### src/rtl/hvl_pkg.sv
// hvl_pkg: phase encoding, bus widths and core flag bit positions for the Hovalaag I/O sequencer
package hvl_pkg;
    localparam int WORD_W = 12;
    localparam int INSTR_W = 32;
    localparam int CONSUME_BIT = 1;
    localparam int STROBE_BIT = 0;
    typedef enum logic [2:0] {IDLE, P0, P1, P2, P3} phase_t;
endpackage

### src/rtl/hvl_sync_fifo.sv
// hvl_sync_fifo: single-clock FIFO whose head reads as zero when empty; a push into a full FIFO lands if a pop happens that cycle
module hvl_sync_fifo #(
    parameter int WIDTH = 12,
    parameter int DEPTH = 4
) (
    input  logic                     clk,
    input  logic                     rst,
    input  logic                     push,
    input  logic                     pop,
    input  logic [WIDTH-1:0]         din,
    output logic [WIDTH-1:0]         head,
    output logic                     full,
    output logic                     empty,
    output logic [$clog2(DEPTH):0]   count
);
    localparam int AW = $clog2(DEPTH);
    localparam int CW = AW + 1;
    logic [WIDTH-1:0] mem [DEPTH];
    logic [AW-1:0] wr_ptr, rd_ptr;
    logic do_push, do_pop;
    assign empty = count == '0;
    assign full = count == CW'(DEPTH);
    assign do_pop = pop && !empty;
    assign do_push = push && (!full || do_pop);
    assign head = empty ? '0 : mem[rd_ptr];
    always_ff @(posedge clk) begin
        if (do_push && !rst)
            mem[wr_ptr] <= din;
    end
    always_ff @(posedge clk) begin
        if (rst) begin
            wr_ptr <= '0;
            rd_ptr <= '0;
            count <= '0;
        end else begin
            wr_ptr <= do_push ? wr_ptr + 1'b1 : wr_ptr;
            rd_ptr <= do_pop ? rd_ptr + 1'b1 : rd_ptr;
            count <= count + CW'(do_push) - CW'(do_pop);
        end
    end
endmodule

### src/rtl/hvl_io_sequencer.sv
// hvl_io_sequencer: streams instruction words and IN values onto the core bus in a 4-phase slot and buffers OUT values
module hvl_io_sequencer
    import hvl_pkg::*;
#(
    parameter int IN_DEPTH = 4,
    parameter int OUT_DEPTH = 4
) (
    input  logic               clk,
    input  logic               rst,
    input  logic [INSTR_W-1:0] instr_data,
    input  logic               instr_valid,
    output logic               instr_ready,
    input  logic [WORD_W-1:0]  in_data,
    input  logic               in_valid,
    output logic               in_ready,
    output logic [WORD_W-1:0]  out_data,
    output logic               out_valid,
    input  logic               out_ready,
    output logic               core_ena,
    output logic [WORD_W-1:0]  core_din,
    input  logic [WORD_W-1:0]  core_dout,
    input  logic               clr_sticky,
    output logic               busy,
    output logic               in_underflow,
    output logic               out_overflow
);
    phase_t state, state_d;
    logic [INSTR_W-1:WORD_W] instr_q;
    logic consume_q, strobe_q;
    logic [WORD_W-1:0] din_d, in_head;
    logic in_full, in_empty, out_full, out_empty;
    logic [$clog2(IN_DEPTH):0] in_count;
    logic [$clog2(OUT_DEPTH):0] out_count;
    logic accept, in_push, in_pop, out_push, out_pop, slot, underflow_set, overflow_set;
    assign instr_ready = !rst && (state == IDLE || state == P3);
    assign accept = instr_valid && instr_ready;
    assign in_ready = !rst && !in_full;
    assign in_push = in_valid && in_ready;
    assign out_valid = out_count != '0;
    assign out_pop = out_ready && !out_empty;
    assign slot = state == P3;
    assign in_pop = slot && consume_q && !in_empty;
    assign underflow_set = slot && consume_q && in_empty;
    assign out_push = slot && strobe_q;
    assign overflow_set = out_push && out_full && !out_pop;
    assign busy = core_ena;
    always_comb begin
        state_d = state;
        din_d = '0;
        case (state)
            IDLE, P3: state_d = accept ? P0 : IDLE;
            P0:       state_d = P1;
            P1:       state_d = P2;
            P2:       state_d = P3;
            default:  state_d = IDLE;
        endcase
        // core_din is registered, so the P3 value must see an IN word arriving during P2
        case (state_d)
            P0:      din_d = instr_data[WORD_W-1:0];
            P1:      din_d = instr_q[2*WORD_W-1:WORD_W];
            P2:      din_d = WORD_W'(instr_q[INSTR_W-1:2*WORD_W]);
            P3:      din_d = (in_count == '0 && in_push) ? in_data : in_head;
            default: din_d = '0;
        endcase
    end
    always_ff @(posedge clk) begin
        if (rst) begin
            state <= IDLE;
            instr_q <= '0;
            consume_q <= 1'b0;
            strobe_q <= 1'b0;
            core_ena <= 1'b0;
            core_din <= '0;
            in_underflow <= 1'b0;
            out_overflow <= 1'b0;
        end else begin
            state <= state_d;
            core_ena <= state_d != IDLE;
            core_din <= din_d;
            instr_q <= accept ? instr_data[INSTR_W-1:WORD_W] : instr_q;
            consume_q <= (state == P2) ? core_dout[CONSUME_BIT] : consume_q;
            strobe_q <= (state == P2) ? core_dout[STROBE_BIT] : strobe_q;
            in_underflow <= underflow_set || (in_underflow && !clr_sticky);
            out_overflow <= overflow_set || (out_overflow && !clr_sticky);
        end
    end
    hvl_sync_fifo #(.WIDTH(WORD_W), .DEPTH(IN_DEPTH)) u_in_fifo (
        .clk(clk),
        .rst(rst),
        .push(in_push),
        .pop(in_pop),
        .din(in_data),
        .head(in_head),
        .full(in_full),
        .empty(in_empty),
        .count(in_count)
    );
    hvl_sync_fifo #(.WIDTH(WORD_W), .DEPTH(OUT_DEPTH)) u_out_fifo (
        .clk(clk),
        .rst(rst),
        .push(out_push),
        .pop(out_pop),
        .din(core_dout),
        .head(out_data),
        .full(out_full),
        .empty(out_empty),
        .count(out_count)
    );
endmodule
### config.mk
export PLATFORM = sky130hd
export DESIGN_NAME = hvl_io_sequencer
export DESIGN_NICKNAME = d
export VERILOG_FILES = /design/src/rtl/hvl_pkg.sv /design/src/rtl/hvl_sync_fifo.sv /design/src/rtl/hvl_io_sequencer.sv
export SDC_FILE = /design/constraint.sdc
export NUM_CORES = 1
export LEC_CHECK = 0
export CAP_MARGIN = 5
export CELL_PAD_IN_SITES_DETAIL_PLACEMENT = 1
export CELL_PAD_IN_SITES_GLOBAL_PLACEMENT = 1
export CORE_ASPECT_RATIO = 0.75
export CORE_UTILIZATION = 44
export DETAILED_ROUTE_END_ITERATION = 10
export PLACE_DENSITY_LB_ADDON = 0.1
export SETUP_SLACK_MARGIN = 0.5
export SYNTH_ARGS = -nofsm -noshare
export SYNTH_HDL_FRONTEND = slang
export SYNTH_HIERARCHICAL = 1
export SYNTH_SLANG_ARGS = --single-unit
### constraint.sdc
create_clock -name clk -period 2.9 [get_ports clk]
set_input_delay 0.58 -clock clk [delete_from_list [all_inputs] [get_ports clk]]
set_output_delay 0.58 -clock clk [all_outputs]
set_load 0.01 [all_outputs]
# == Yosys cells after proc, flatten, opt, wreduce, memory -nomap -nowiden ==
# Memories as Yosys holds them, arrays and structs flattened. A register that Yosys moved wholly into a read port is not among the register bits.
# Cells that the tools add are included.
# classes
n_eq_ne,10
n_addsub,8
n_reduce_logical,38
muxes,14
# ops
op,count
$pmux 12 s4,1
$mux 12,3
$logic_and 1x1->1,20
$eq 3x2->1 const B,4
$eq 3x3->1 const B,4
$pmux 3 s4,1
$logic_not 3->1,3
$add 2x1->2 const B,4
$mux 2,4
$logic_not 1->1,7
$add 3x1->3,2
$eq 3x1->1 const B,2
$reduce_bool 3->1,2
$sub 3x1->3,2
$logic_or 1x1->1,5
$mux 1,5
$reduce_or 2->1,1
# word_totals
mem_bits_rw,96
elab_cells,86
regBits,54
input_bits,62
mem_count,2
output_inout_bits,31
# mem_list
name,words,width,read_ports,rd_ports_with_merged_regs,write_ports,line,text
u_in_fifo.mem,4,12,1,1,1,hvl_sync_fifo.sv:18,logic [WIDTH-1:0] mem [DEPTH];
u_out_fifo.mem,4,12,1,1,1,hvl_sync_fifo.sv:18,

# == Depth between registers and ports, before layout ==
# Gate-level depths: netlist (run 1).
# depth
word_depth,9
ltp_mapped,11
depth_no_buf,11

# == By module ==
# Netlist (run 1), hierarchy kept.
# modules_own_cells
mod,area_each_um2,instances,cells_each
hvl_sync_fifo,2288.4,2,124
hvl_io_sequencer,1636.6,1,199

# == Worst setup path before layout (run 1) ==
# No wires, ideal clock.
# synth_path
path_type,reg2reg
startpoint,register u_out_fifo.count[1]
endpoint,register u_out_fifo.count[2]
stages_incl_launch_ff,11
period_less_slack_ns,2.642
path_slack_ns,0.258
arrival_time_ns,2.514
required_time_ns,2.772
setup_ns,0.128
cell_sequence,dfxtp_1 nor3_1 clkbuf_1 nor2b_1 o21ai_1 mux2i_1 ha_1 fa_1 xnor2_1 xnor2_1 nor2_1
# synth_between
elab_chain_cells,8
# synth_rtl
element,line,text
"start, declared",hvl_sync_fifo.sv:14,output logic [$clog2(DEPTH):0] count
"start signal, assigned",hvl_sync_fifo.sv:38,count <= count + CW'(do_push) - CW'(do_pop);
$logic_not 3->1 *,hvl_sync_fifo.sv:21,assign empty = count == '0;
named net out_empty,hvl_io_sequencer.sv:31,"logic in_full, in_empty, out_full, out_empty;"
$logic_not 1->1 *,hvl_io_sequencer.sv:40,assign out_pop = out_ready && !out_empty;
$logic_and 1x1->1 *,hvl_io_sequencer.sv:40,
named net out_pop,hvl_io_sequencer.sv:34,"logic accept, in_push, in_pop, out_push, out_pop, slot, underflow_set, overflow_set;"
$logic_and 1x1->1 *,hvl_sync_fifo.sv:23,assign do_pop = pop && !empty;
$logic_or 1x1->1,hvl_sync_fifo.sv:24,assign do_push = push && (!full || do_pop);
$logic_and 1x1->1,hvl_sync_fifo.sv:24,
$add 3x1->3,hvl_sync_fifo.sv:38,
$sub 3x1->3 *,hvl_sync_fifo.sv:38,
# The timed path passes the listed nets; every way through them passes the cells marked *.
# A chain may end at the register's enable or synchronous reset.

==> results of run 1 <==
## registers in the layout, indices dropped and copies added (netlist names), named ones only
signal / cells
busy: 1
consume_q: 1
core_din: 12
in_underflow: 1
instr_q: 20
out_overflow: 1
state: 3
strobe_q: 1
u_in_fifo/count: 3
u_in_fifo/mem: 48
u_in_fifo/rd_ptr: 2
u_in_fifo/wr_ptr: 2
u_out_fifo/count: 3
u_out_fifo/mem: 48
u_out_fifo/rd_ptr: 2
u_out_fifo/wr_ptr: 2
## Yosys cell counts (3+ instances only)
cell type  count  area share (%)
nor2b_1       31             3.1
o21ai_1       11            0.89
nand2b_1       5            0.50
nor3_1         3            0.24
or3b_4         3            0.54
dfxtp_1       58              19
mux2i_1        6            0.97
or3_1          4            0.40
inv_1          9            0.54
o21ai_0        3            0.24
nor2_1        21             1.3
edfxtp_1      96              46
buf_4          3            0.36
a222oi_1      11             1.8
a21oi_1       20             1.6
buf_2          8            0.64
mux4_2        24             8.7
nand2_1       62             3.7
nor3b_1        9             1.1
xnor2_1        4            0.56
clkbuf_1       8            0.48
ha_1          10             2.0
a31oi_1        8            0.81
## final cells by class
class,count,area (um2),share of cell area [%]
Sequential cell,154,4050,49.8
Multi-Input combinational cell,260,2090,25.7
Timing Repair Buffer,121,1120,13.7
Clock buffer,23,500,6.15
Tap cell,175,219,2.69
Clock inverter,9,108,1.32
Inverter,11,46.3,0.569
## metrics by stage
step | area, um2 | util (%)
6_report | 8140 | 59.2
5_1_grt | 8140 | 59.2
4_1_cts | 8130 | 59.1
3_5_place_dp | 7460 | 54.2
3_3_place_gp | 7460 | 54.2
2_1_floorplan | 6230 | -
## power groups by stage
stage / Clock, W / Sequential, W / Combinational [W]
after floorplan: 0 / 0.00244 / 0.000161
after global placement: 0 / 0.00244 / 0.000346
after detailed placement: 0 / 0.00245 / 0.000354
after CTS: 0.00231 / 0.00240 / 0.000365
after global routing: 0.00239 / 0.00241 / 0.000397
final: 0.00227 / 0.00240 / 0.000365
## layer usage
| metal | routed length [um] | vias to the layer above |
|---|---|---|
| met2 | 7170 | 97 |
| met4 | 174 | 0 |
| met3 | 771 | 15 |
| li1 | - | 1887 |
| met5 | 0 | - |
| met1 | 7040 | 2015 |
## worst max-delay path: stages (launching register included)
cell     delay [ns]
dfxtp_4        0.39
buf_16         0.14
buf_6          0.10
mux4_2         0.47
nor2b_1        0.14
buf_2          0.14
## final timing paths
| check | startpoint | end | cells past startpoint | slack (ns) |
|---|---|---|---|---|
| worst max-delay path | flop | out_data[10] | 5 | 0.52 |
| worst min-delay path | instr_q[31]$_SDFFE_PP0P_ | instr_q[31]$_SDFFE_PP0P_ | 2 | 0.46 |
| worst max register to register | u_in_fifo/count[2]$_SDFF_PP0_ | u_in_fifo/count[2]$_SDFF_PP0_ | 11 | 0.53 |
| worst min register to register | instr_q[31]$_SDFFE_PP0P_ | instr_q[31]$_SDFFE_PP0P_ | 2 | 0.46 |
## logic make-up (layout without fill, tap and decap cells)
kind of cell	count (synthesis)	in the layout	share of synthesized area (%)
AOI/OAI and AO/OA	61	61	6.56
xor gates and xnor gates	6	6	0.846
adders and majority gates	12	12	2.66
buffers and inverters	33	164	2.48
DFF	154	154	65.1
muxes	32	32	10.1
and+or+nand+nor	149	149	12.2
## timing repair
| item | CTS | global route |
|---|---|---|
| setup buffers | 3 | 1 |
| pin swaps | 0 | 1 |
| resized for setup | 62 | 9 |
| endpoints found under the hold margin | 0 | 0 |
| endpoints found under the setup margin | 15 | 10 |
| cloned | 1 | 0 |
==> impl_metrics.env, run 1 <==
export IMPL_cts_buffers=17
export IMPL_boundaryPins=93
export IMPL_fmax_mhz=420
export IMPL_core_rowCount=37
export IMPL_finalNonFillerCells=753
export IMPL_relSlewSlack_pct=48.6
export IMPL_netSwitchingFraction_pct=21.8
export IMPL_path_class="reg -> out"
export IMPL_drt_initial_drc_count=259
export IMPL_start_kind="flop"
export IMPL_ys_types=44
export IMPL_grt_usage_pct=22.3
export IMPL_busiest_layer="met2"
export IMPL_die_h_um=105
export IMPL_yosysSeqAreaShare_pct=65.1
export IMPL_grt_met1_usage_pct=30.2
export IMPL_vias=4014
export IMPL_antenna_left=0
export IMPL_power_density_mw_per_mm2=619
export IMPL_cts_sinks=154
export IMPL_met2_usage_pct=35.8
export IMPL_period_needed_ns=2.38
export IMPL_netlist_area_mm2=0.00621
export IMPL_cts_hold_buf=0
export IMPL_core_area_mm2=0.0137
export IMPL_final_setup_tns_ns=0
export IMPL_power_total_w=0.00504
export IMPL_hold_ws_ns=0.455
export IMPL_clockRootBuffer="clkbuf_16"
export IMPL_place_congestion=0.761
export IMPL_hold_path_class="reg -> reg"
export IMPL_violations="DRC"
export IMPL_path_clk_slew_ns=0.06
export IMPL_vias_per_cell=5.33
export IMPL_hold_viol=0
export IMPL_setup_viol=0
export IMPL_portBuffers=92
export IMPL_syn_avg_cell_area_um2=13.9
export IMPL_cap_violations=0
export IMPL_p_int_w=0.00394
export IMPL_fin_crit_sh_pct=82.0
export IMPL_leakagePower_nw=2.82
export IMPL_mostFrequentLayoutCells="96 x edfxtp_1, 77 x clkdlybuf4s50_1, 62 x nand2_1, 54 x dfxtp_1, 31 x nor2b_1"
export IMPL_synth_ff_type="edfxtp_1"
export IMPL_diodes=0
export IMPL_synth_cells=447
export IMPL_grtUsageMet3_pct=4.81
export IMPL_wl_um=15200
export IMPL_cts_buffer_depth=2
export IMPL_grt_pass1_vias=4273
export IMPL_nFillCells=1357
export IMPL_synth_edf_count=96
export IMPL_grt_pass1_wl_um=23800
export IMPL_drive_above_1_share_pct=22.3
export IMPL_power_switching_w=0.00110
export IMPL_grt_overflow=0
export IMPL_status="finished, violations left"
export IMPL_ys_warn_count=6
export IMPL_grt_antenna_before_repair=0
export IMPL_start_util_pct=45.2
export IMPL_final_common_cell="edfxtp_1"
export IMPL_syn_num_nets=521
export IMPL_wl_per_cell_um=20.1
export IMPL_dp_cells=716
export IMPL_first_pass_iters=8
export IMPL_htreeDepth=4
export IMPL_arrival_ns=1.80
export IMPL_cp_end_kind="primary output"
export IMPL_grt_max_degree=27
export IMPL_worst_path_max_fanout=6
export IMPL_fin_worst_skew_ns=0.0112
export IMPL_clock_latency_ns=0.43
export IMPL_die_area_mm2=0.0146
export IMPL_pre_cts_ws_ns=0.197
export IMPL_die_w_um=139
export IMPL_async_reset_ff_share_pct=0
export IMPL_power_share_clock_pct=45.0
export IMPL_ys_ff_latch=154
export IMPL_hpwl_um=10200
export IMPL_worst_ir_drop_vdd_mv=0.363
export IMPL_layout_setup_ws_ns=0.521
export IMPL_combPwrFrac_pct=7.3
export IMPL_syn_to_final_growth_pct=30.9
export IMPL_cts_tree="yes"
export IMPL_worstMarginPinSlew_ns=0.771
export IMPL_pwr_share_seq_pct=47.7
export IMPL_remaining_drc_errors=3
export IMPL_rsz0062_at_grt="true"
export IMPL_report_final_slew_viol_count=0
export IMPL_worstPathRequired_ns=2.32
export IMPL_nets=639
(Power assumes the default switching activity.)
==> run 2: changes to the inputs <==
- clock period: 2.9 -> 2.4 ns (I/O delays scaled with it)
==> run 2 against run 1 <==
Against the previous run: total power increased by 22%; worst hold slack improved by 0.0037 ns; critical endpoint is now u_in_fifo/mem[1][1]$_DFFE_PP_; the run still ends with DRC left; critical path depth increased by 5; non-clock buffer count increased by 45; clock skew about the same.
==> impl_metrics.env, run 2 (synthesized netlist as in run 1, its figures left out) <==
export IMPL_status="finished, violations left"
export IMPL_violations="DRC"
export IMPL_layout_setup_ws_ns=0.0233
export IMPL_path_cells="or3b_4 > inv_2 > or3b_4 > clkinv_4 > o21ai_4 > buf_6 > buf_6 > buf_6 > nor3b_4 > clkbuf_16"
export IMPL_worstMarginPinSlew_ns=0.602
export IMPL_htreeDepth=4
export IMPL_cp_common_cell="buf_6"
export IMPL_start_util_pct=45.2
export IMPL_cap_violations=0
export IMPL_grt_pass1_vias=4713
export IMPL_grt_pass1_wl_um=27200
export IMPL_cts_buffers=17
export IMPL_slowest_delay_ns=0.40
export IMPL_nets=684
export IMPL_vias=4441
export IMPL_wl_um=18400
export IMPL_fin_crit_sh_pct=99.0
export IMPL_diodes=0
export IMPL_vias_per_cell=5.57
export IMPL_core_rowCount=37
export IMPL_placed_cell_area_mm2=0.00777
export IMPL_cts_tree="yes"
export IMPL_relSlewSlack_pct=59.9
export IMPL_setup_viol=0
export IMPL_crit_buf_inv=6
export IMPL_nFillCells=1276
export IMPL_arrival_ns=2.53
export IMPL_worst_path_max_fanout=6
export IMPL_hold_viol=0
export IMPL_largest_registers="u_in_fifo/mem (48), u_out_fifo/mem (48), instr_q (20)"
export IMPL_grt_overflow=0
export IMPL_worst_ir_drop_vdd_mv=0.608
export IMPL_worstPathRequired_ns=2.55
export IMPL_core_area_mm2=0.0137
export IMPL_drt_initial_drc_count=308
export IMPL_clock_latency_ns=0.43
export IMPL_remaining_drc_errors=3
export IMPL_drive_above_1_share_pct=34.7
export IMPL_hold_path_class="reg -> reg"
export IMPL_finalNonFillerCells=798
export IMPL_first_pass_iters=8
export IMPL_start_kind="flop"
export IMPL_place_congestion=0.746
export IMPL_final_common_cell="edfxtp_1"
export IMPL_cpLargestDelayFamily="simple AND/OR/NAND/NOR gates"
export IMPL_seqCellArea_mm2=0.00407
export IMPL_path_clk_slew_ns=0.07
export IMPL_cts_buffer_depth=2
export IMPL_cts_sinks=154
export IMPL_rsz0062_at_grt="true"
export IMPL_report_final_slew_viol_count=0
export IMPL_grt_antenna_before_repair=0
export IMPL_cpMaxStageDelayCell="or3b_4"
export IMPL_cts_hold_buf=0
export IMPL_clockRootBuffer="clkbuf_16"
export IMPL_boundaryPins=93
export IMPL_path_class="reg -> reg"
export IMPL_reg2reg_slack_ns=0.02
export IMPL_period_needed_ns=2.38
export IMPL_power_density_mw_per_mm2=675
export IMPL_fin_area_mm2=0.00908
export IMPL_fmax_mhz=421
export IMPL_grt_usage_pct=25.8
export IMPL_grt_max_degree=34
export IMPL_multi_input_area_mm2=0.00239
export IMPL_mostFrequentLayoutCells="96 x edfxtp_1, 76 x clkdlybuf4s50_1, 58 x nand2_1, 49 x dfxtp_1"
export IMPL_fin_worst_skew_ns=0.0110
export IMPL_leakagePower_nw=3.22
export IMPL_dp_cells=731
export IMPL_hpwl_um=11000
export IMPL_wl_per_cell_um=23.1
export IMPL_die_w_um=139
export IMPL_portBuffers=92
export IMPL_pre_cts_ws_ns=-0.147
export IMPL_die_h_um=105
export IMPL_antenna_left=0
export IMPL_cp_end_kind="flop"
export IMPL_die_area_mm2=0.0146
export IMPL_syn_to_final_growth_pct=46.2
export IMPL_power_total_w=0.00613
==> run 2: cell types whose count changed in the layout (fill, tap and decap cells not counted), moves of 4 or more <==
cell     change
buf_6       +31
buf_4       +10
nor2b_1     -10
nor2b_4     +10
buf_12       +8
nor3b_4      +8
buf_2        -5
dfxtp_1      -5
inv_8        +4
nand2_1      -4
nor3_2       -4
nor3_4       +4
nor3b_1      -4
nor3b_2      -4
==> run 2: area by class of cell <==
cell class | count | share of cell area, %
clock inverters | 14 | 1.68
inverters | 11 | 0.510
repair buffers | 166 | 19.5
well taps | 175 | 2.41
multi-input cells | 260 | 26.3
flip-flops and latches | 154 | 44.8
clock buffers | 18 | 4.84
==> run 2: worst min-delay path, stage by stage, from the launching register on <==
cell and delay, ns:
dfxtp_1 0.31, nand2_1 0.06, o21ai_1 0.05
==> run 2: power by group <==
part | internal (W) | leakage, nW | switching (W) | total [W]
Combinational | 0.000277 | 1.60 | 0.000296 | 0.000573
Clock | 0.00142 | 0.284 | 0.00125 | 0.00266
Sequential | 0.00286 | 1.34 | 0.0000327 | 0.00289
Total | 0.00455 | 3.22 | 0.00158 | 0.00613
==> run 2: path summary, 6_finish.rpt <==
check                           startpoint                       endpoint  depth (start not counted)
max reg2reg  u_in_fifo/count[2]$_SDFF_PP0_  u_in_fifo/mem[1][1]$_DFFE_PP_                         10
max          u_in_fifo/count[2]$_SDFF_PP0_  u_in_fifo/mem[1][1]$_DFFE_PP_                         10
min reg2reg       instr_q[24]$_SDFFE_PP0P_       instr_q[24]$_SDFFE_PP0P_                          2
min               instr_q[24]$_SDFFE_PP0P_       instr_q[24]$_SDFFE_PP0P_                          2
==> run 2: metal layers <==
| layer | share of wire (%) | up-vias | track usage [%] |
|---|---|---|---|
| li1 | - | 1983 | - |
| met1 | 43 | 2293 | 33.3 |
| met2 | 50 | 146 | 42.8 |
| met3 | 5.2 | 19 | 5.91 |
| met4 | 1.6 | 0 | 8.97 |
| met5 | 0 | - | 0 |
==> run 2: what timing repair did <==
item                                    CTS  global route
endpoints found under the setup margin  127           130
resized for setup                       114            41
gates cloned                              3             2
setup buffers                            24             6
pin swaps                                20            17
==> run 2: stage by stage <==
step	hold WS, ns	setup TNS [ns]	util, %
CTS	0.456	0	63.9
floorplan	0.428	0	-
global route	0.471	-0.00236	66.1
detailed placement	0.445	-0.375	56.5
global placement	0.435	-0.201	56.5
finish	0.459	0	66.1
